File: src/rtl/rng_address_sched.sv
// rng_address_sched
//
// Round-robin scheduler that shares one rngAddress modulo unit
// (repeated-subtraction which mod betterNeighborCount) among NREQ search
// engines. A job is: grant one requester, latch its operands, pulse the
// unit's start, wait for its sticky done, return the result to the
// requester, then clear the unit for the next job.
//
// Optional feature macro: RNG_SCHED_ZERO_GUARD_EN
//   defined   : a granted request with count 0 bypasses the unit and is
//               answered from RESP with rsp_address = which (2-cycle job).
//   undefined : count 0 is forwarded to the unit, which never finishes; the
//               scheduler then waits in WAIT until nrst. Callers must not
//               issue count 0.
//
// Parameters
//   NREQ         number of requesters (2..8)
//   W            operand / result width, matches the unit
// Ports
//   clock        rising-edge clock
//   nrst         asynchronous active-low reset
//   req          per-requester level request, held until its rsp_done
//   req_which    per-requester dividend, slice i = [i*W +: W]
//   req_count    per-requester divisor, slice i = [i*W +: W]
//   rsp_done     one-hot one-cycle pulse to the served requester
//   rsp_address  result, valid in the rsp_done cycle, held otherwise
//   busy         high in every state except IDLE
//   unit_start   to the unit's start_rng_address
//   unit_which   to the unit's which, stable for the whole job
//   unit_count   to the unit's betterNeighborCount, stable for the whole job
//   unit_clr_n   unit reset request; integrate as unit_clr_n & nrst
//   unit_address from the unit's rng_address
//   unit_done    from the unit's done_rng_address (sticky until cleared)
// All outputs are registered.

module rng_address_sched #(
  parameter int unsigned NREQ = 4,
  parameter int unsigned W    = 16
) (
  input  logic              clock,
  input  logic              nrst,
  input  logic [NREQ-1:0]   req,
  input  logic [NREQ*W-1:0] req_which,
  input  logic [NREQ*W-1:0] req_count,
  output logic [NREQ-1:0]   rsp_done,
  output logic [W-1:0]      rsp_address,
  output logic              busy,
  output logic              unit_start,
  output logic [W-1:0]      unit_which,
  output logic [W-1:0]      unit_count,
  output logic              unit_clr_n,
  input  logic [W-1:0]      unit_address,
  input  logic              unit_done
);

  localparam int unsigned PtrW = (NREQ > 1) ? $clog2(NREQ) : 1;
  localparam logic [PtrW:0] NreqW = (PtrW + 1)'(NREQ);

`ifdef RNG_SCHED_ZERO_GUARD_EN
  localparam bit ZeroGuard = 1'b1;
`else
  localparam bit ZeroGuard = 1'b0;
`endif

  typedef enum logic [2:0] {
    StIdle,
    StStart,
    StWait,
    StResp,
    StClear
  } state_e;

  state_e state_q, state_d;

  logic [PtrW-1:0] ptr_q, ptr_d;
  logic [PtrW-1:0] gnt_q, gnt_d;
  logic            bypass_q, bypass_d;
  logic [NREQ-1:0] rsp_done_q, rsp_done_d;
  logic [W-1:0]    rsp_address_q, rsp_address_d;
  logic            busy_q, busy_d;
  logic            unit_start_q, unit_start_d;
  logic [W-1:0]    unit_which_q, unit_which_d;
  logic [W-1:0]    unit_count_q, unit_count_d;
  logic            unit_clr_n_q, unit_clr_n_d;

  // ---------------------------------------------------------------------------
  // Round-robin pick: first requester at or after ptr, wrapping modulo NREQ.
  // ---------------------------------------------------------------------------
  logic [PtrW-1:0] rot_idx [NREQ];
  logic            pick_valid;
  logic [PtrW-1:0] pick_idx;
  logic [W-1:0]    pick_which;
  logic [W-1:0]    pick_count;
  logic            zero_skip;

  always_comb begin
    for (int k = 0; k < NREQ; k++) begin
      logic [PtrW:0] sum;
      sum = {1'b0, ptr_q} + (PtrW + 1)'(k);
      if (sum >= NreqW) begin
        sum = sum - NreqW;
      end
      rot_idx[k] = sum[PtrW-1:0];
    end
  end

  // Walk offsets from the far end so the smallest offset with a request wins.
  always_comb begin
    pick_valid = 1'b0;
    pick_idx   = ptr_q;
    for (int k = NREQ - 1; k >= 0; k--) begin
      if (req[rot_idx[k]]) begin
        pick_valid = 1'b1;
        pick_idx   = rot_idx[k];
      end
    end
  end

  assign pick_which = req_which[pick_idx*W +: W];
  assign pick_count = req_count[pick_idx*W +: W];
  assign zero_skip  = ZeroGuard && (pick_count == '0);

  // ---------------------------------------------------------------------------
  // FSM: state register
  // ---------------------------------------------------------------------------
  always_ff @(posedge clock or negedge nrst) begin
    if (!nrst) begin
      state_q <= StIdle;
    end else begin
      state_q <= state_d;
    end
  end

  // ---------------------------------------------------------------------------
  // FSM: next state
  // ---------------------------------------------------------------------------
  always_comb begin
    state_d = state_q;
    unique case (state_q)
      StIdle: begin
        if (pick_valid) begin
          state_d = zero_skip ? StResp : StStart;
        end
      end
      StStart: state_d = StWait;
      StWait: begin
        if (unit_done) begin
          state_d = StResp;
        end
      end
      // A bypassed job never touched the unit, so there is nothing to clear.
      StResp:  state_d = bypass_q ? StIdle : StClear;
      StClear: state_d = StIdle;
      default: state_d = StIdle;
    endcase
  end

  // ---------------------------------------------------------------------------
  // FSM: outputs and datapath (next values of the registered outputs)
  // ---------------------------------------------------------------------------
  always_comb begin
    gnt_d         = gnt_q;
    bypass_d      = bypass_q;
    ptr_d         = ptr_q;
    rsp_address_d = rsp_address_q;
    unit_which_d  = unit_which_q;
    unit_count_d  = unit_count_q;

    if (state_q == StIdle && pick_valid) begin
      gnt_d    = pick_idx;
      bypass_d = zero_skip;
      if (zero_skip) begin
        rsp_address_d = pick_which;
      end else begin
        // Held until the next grant; the unit re-reads count every step.
        unit_which_d = pick_which;
        unit_count_d = pick_count;
      end
    end

    if (state_q == StWait && unit_done) begin
      rsp_address_d = unit_address;
    end

    if (state_q == StResp) begin
      ptr_d = (gnt_q == PtrW'(NREQ - 1)) ? '0 : gnt_q + 1'b1;
    end

    for (int i = 0; i < NREQ; i++) begin
      rsp_done_d[i] = (state_d == StResp) && (gnt_d == PtrW'(i));
    end

    busy_d       = (state_d != StIdle);
    unit_start_d = (state_d == StStart);
    unit_clr_n_d = (state_d != StClear);
  end

  // ---------------------------------------------------------------------------
  // Output and datapath registers
  // ---------------------------------------------------------------------------
  always_ff @(posedge clock or negedge nrst) begin
    if (!nrst) begin
      ptr_q         <= '0;
      gnt_q         <= '0;
      bypass_q      <= 1'b0;
      rsp_done_q    <= '0;
      rsp_address_q <= '0;
      busy_q        <= 1'b0;
      unit_start_q  <= 1'b0;
      unit_which_q  <= '0;
      unit_count_q  <= '0;
      // Keep the unit cleared while in reset.
      unit_clr_n_q  <= 1'b0;
    end else begin
      ptr_q         <= ptr_d;
      gnt_q         <= gnt_d;
      bypass_q      <= bypass_d;
      rsp_done_q    <= rsp_done_d;
      rsp_address_q <= rsp_address_d;
      busy_q        <= busy_d;
      unit_start_q  <= unit_start_d;
      unit_which_q  <= unit_which_d;
      unit_count_q  <= unit_count_d;
      unit_clr_n_q  <= unit_clr_n_d;
    end
  end

  assign rsp_done    = rsp_done_q;
  assign rsp_address = rsp_address_q;
  assign busy        = busy_q;
  assign unit_start  = unit_start_q;
  assign unit_which  = unit_which_q;
  assign unit_count  = unit_count_q;
  assign unit_clr_n  = unit_clr_n_q;

endmodule

File: config.mk
export PLATFORM = sky130hd
export DESIGN_NAME = rng_address_sched
export DESIGN_NICKNAME = d
export VERILOG_FILES = /design/src/rtl/rng_address_sched.sv
export SDC_FILE = /design/constraint.sdc
export NUM_CORES = 1
export LEC_CHECK = 0
export BUFFER_PORTS_ARGS = -buffer_cell sky130_fd_sc_hd__buf_2
export CAP_MARGIN = 10
export CORE_MARGIN = 4
export CORE_UTILIZATION = 40
export DETAILED_ROUTE_END_ITERATION = 8
export GPL_TIMING_DRIVEN = 0
export HOLD_SLACK_MARGIN = 0.03
export PLACE_DENSITY = 0.76
export RECOVER_POWER = 100
export SLEW_MARGIN = 0
export SYNTH_ARGS = -nofsm -noshare
export SYNTH_HDL_FRONTEND = slang
export SYNTH_SLANG_ARGS = --single-unit
File: constraint.sdc
create_clock -name clock -period 2.3 [get_ports clock]
set_input_delay 0.46 -clock clock [delete_from_list [all_inputs] [get_ports clock]]
set_output_delay 0.46 -clock clock [all_outputs]
set_load 0.03 [all_outputs]
==> key figures <==
Drt
  • Detail Route Antenna Nets: 0
  • Routed wire length: roughly 10 mm
  • DR WL/cell: 15.7 um
  • 1st-pass router iterations: 4
  • Routed vias/inst: roughly 5
  • 1st-iter DRT viols: 117
  • DRC: 0
  • Via count: between 3,000 and 4,000

STA
  • Final slew viol count: 0
  • Clock Skew: roughly 0.005 ns
  • RSZ-0062 raised after global routing: no
  • Rel. slew slack: between 10% and 20%
  • Setup violators final: 0
  • Hold_ws: between 0.3 and 0.4 ns
  • Fin. Hold Viols: 0
  • Worst-Margin Slew: 1.24 ns
  • Tcrit/Tclk final: 88.0%
  • Max Fclk: 494 MHz
  • Setup ws final: between 0.2 and 0.3 ns
  • Fin crit period: just over 2 ns
  • Setup TNS: 0 ns

Floorplanning
  • Ports: 206
  • Die area: ~0.0095 sq mm
  • Starting Density: 41.4%
  • Row cnt: 32
  • Chip height: 97.7 um
  • Chip width: around 100 um
  • Core Region: 0.00777 sq mm

Pwr
  • Pint: 3.32 mW
  • Combinational share of power: 54.8%
  • PD cells: 1410 mW/mm^2
  • LEAKAGE: between 2 and 2.5 nW
  • Part of the power in registers: between 30% and 40%
  • Sw frac: approximately 48%
  • Sw power: about 3.0 mW
  • Max rail drop VDD: about 0.64 mV
  • Total power: about 6.4 mW
  • Clock power frac: about 15%

Yosys
  • Syn Std Cell Area: about 0.0032 sq mm
  • EDFF count, synth: 0
  • Fraction of registers with async set/reset: 100%
  • FF+latch count, synth: between 60 and 70
  • Register area share after synthesis: ~48%
  • Mean Syn Cell Area: between 10 and 15 sq um
  • Synth Flop Type: dfrtp_1
  • Syn. warnings: 0
  • Library cells used by synthesis: 32
  • Post-synthesis cell count: just over 300
  • Syn Nets: between 400 and 500

Placement
  • IO buf count: around 210
  • Placed cell count: 618
  • Place WS: approximately 0.17 ns
  • GPL Wtd Cong: ~0.86
  • Post-DP HPWL: roughly 8.0 mm
  • Post-DP Area: between 0.004 and 0.005 sq mm

Worst hold path
  • Worst hold endpoint: rsp_address[15]
  • Hold path start: unit_address[15]
  • Hold Crit Class: in -> reg
  • Worst hold path cell count: 3

Critical path
  • RR Endpoint: unit_count[2]
  • CP Launch Type: flip-flop
  • Cell depth of the worst flop-to-flop path: 6
  • Setup CP Type: reg -> reg
  • Crit end category: flip-flop
  • Reg2reg start: ptr_q[1]
  • WP data arrival: approximately 2.2 ns
  • Setup slack, reg-to-reg: ~0.28 ns
  • Critical path required time: between 2 and 2.5 ns
  • Crit path max fanout: 10

Clocking
  • CTS root buffer: clkbuf_8
  • Reg clk slew, reported paths: 0.07 ns
  • CTS tree: done
  • Cts hold-fix bufs: 0
  • Clock sinks: 62
  • Max Root-Sink Buffers: 2
  • H-tree depth: 3
  • Worst-skew pair later-pin latency: 0.32 ns
  • Setup Buffers After CTS: 0
  • CTS-repair resized insts: 0
  • CTS Buf Count: 9

Global routing
  • Pin count of the biggest net entering global routing: 42
  • Overflow after GRT: 0
  • Initial antenna violation count: 0
  • Vias in the first global route: between 3,000 and 4,000
  • First-pass GRT wire length: 16.1 mm
  • Gr usage total: 20.8%

Finish
  • Ant. Diodes: 0
  • Synth-to-layout area growth: 40.4%
  • Share of cells above drive strength 1: between 30% and 40%
  • Fillcell total: between 700 and 800
  • Final core utilization: 58.1%
  • Nets: ~680
  • Final Non-Filler Cells: roughly 630
  • Finished layout cell area: 0.00451 sq mm

Run status
  • Status: finished clean

Run
  • Max Cap Violations: 0
==> worst max-delay path by stage <==
stage | from | end | cells past startpoint
floorplan | req[3] | unit_which[10] | 7
global placement | req[3] | unit_count[10] | 7
detailed placement | req[3] | unit_count[10] | 7
CTS | ptr_q[1] | unit_count[2] | 6
global route | state_q[0] | unit_which[9] | 6
finish | ptr_q[1] | unit_count[2] | 6
==> cell usage after synthesis (2+ instances only) <==
cell type  instances  share of area, %
a21oi_1            4              0.62
buf_2             11               1.7
buf_6              5               1.8
clkbuf_1           6              0.70
dfrtp_1           62                48
mux2i_1           64                20
nand2_1           90                11
nand3_1            3              0.47
nand3b_1           4              0.93
nor2_1             2              0.23
nor2b_1            4              0.78
nor3_1             2              0.31
o221ai_1          33               9.0
or3_1              2              0.39
==> cell families after synthesis <==
family | count (synthesis) | share of synthesized area [%]
multiplexers | 65 | 20.3
adder cells (fa/ha/maj) | 1 | 0.389
AND/OR/NAND/NOR | 114 | 15.3
buffers and inverters | 24 | 4.47
AO/OA/AOI/OAI | 43 | 11.0
flip-flops | 62 | 48.2
XOR/XNOR | 1 | 0.272
==> power by group through the flow <==
stage | combinational, mW | sequential [mW] | clock [mW]
floorplan | 1.70 | 2.75 | 0
global placement | 3.57 | 1.89 | 0
detailed placement | 3.65 | 1.91 | 0
CTS | 3.65 | 1.90 | 0.988
global route | 3.79 | 1.99 | 1.04
finish | 3.48 | 1.92 | 0.956
==> final cells by class <==
cell class,count,area [sq um],share of cell area [%]
well taps,102,128,2.83
multi-input cells,224,1520,33.6
clock buffers,12,155,3.44
clock inverters,4,45.0,0.998
plain buffers,22,133,2.94
repair buffers,206,975,21.6
flip-flops and latches,62,1550,34.4
inverters,2,10.0,0.222
==> registers in the layout (all words and copies together), names as in the netlist <==
name,cells
unit_which,16
busy,1
state_q,3
ptr_q,2
unit_start,1
unit_clr_n,1
rsp_address,16
rsp_done,4
gnt_q,2
unit_count,16
==> cell usage in the layout, fill, tap and decap left out, drive strengths merged, types with 3 or more instances in the layout <==
cell type,instances
nand3b,4
a21oi,4
o221ai,33
nand3,3
mux2i,64
clkbuf,78
buf,162
nand2,92
clkinv,3
nor2b,4
dfrtp,62
==> worst max-delay path, cell delays in order (launching register included) <==
cell and delay (ns):
dfrtp_1 0.45, or3_1 0.34, nand4b_1 0.10, nand2_1 0.18, clkbuf_2 0.38, mux2i_1 0.29
o221ai_1 0.15
==> per-layer routing <==
metal	up-vias	share of wire, %	GRT usage (%)
met5	-	0	0
met4	0	2.1	9.37
met3	24	5.7	4.67
met2	119	51	34.6
met1	1514	41	25.7
li1	1544	-	-
Note: power is estimated with default switching activity, not from simulation.
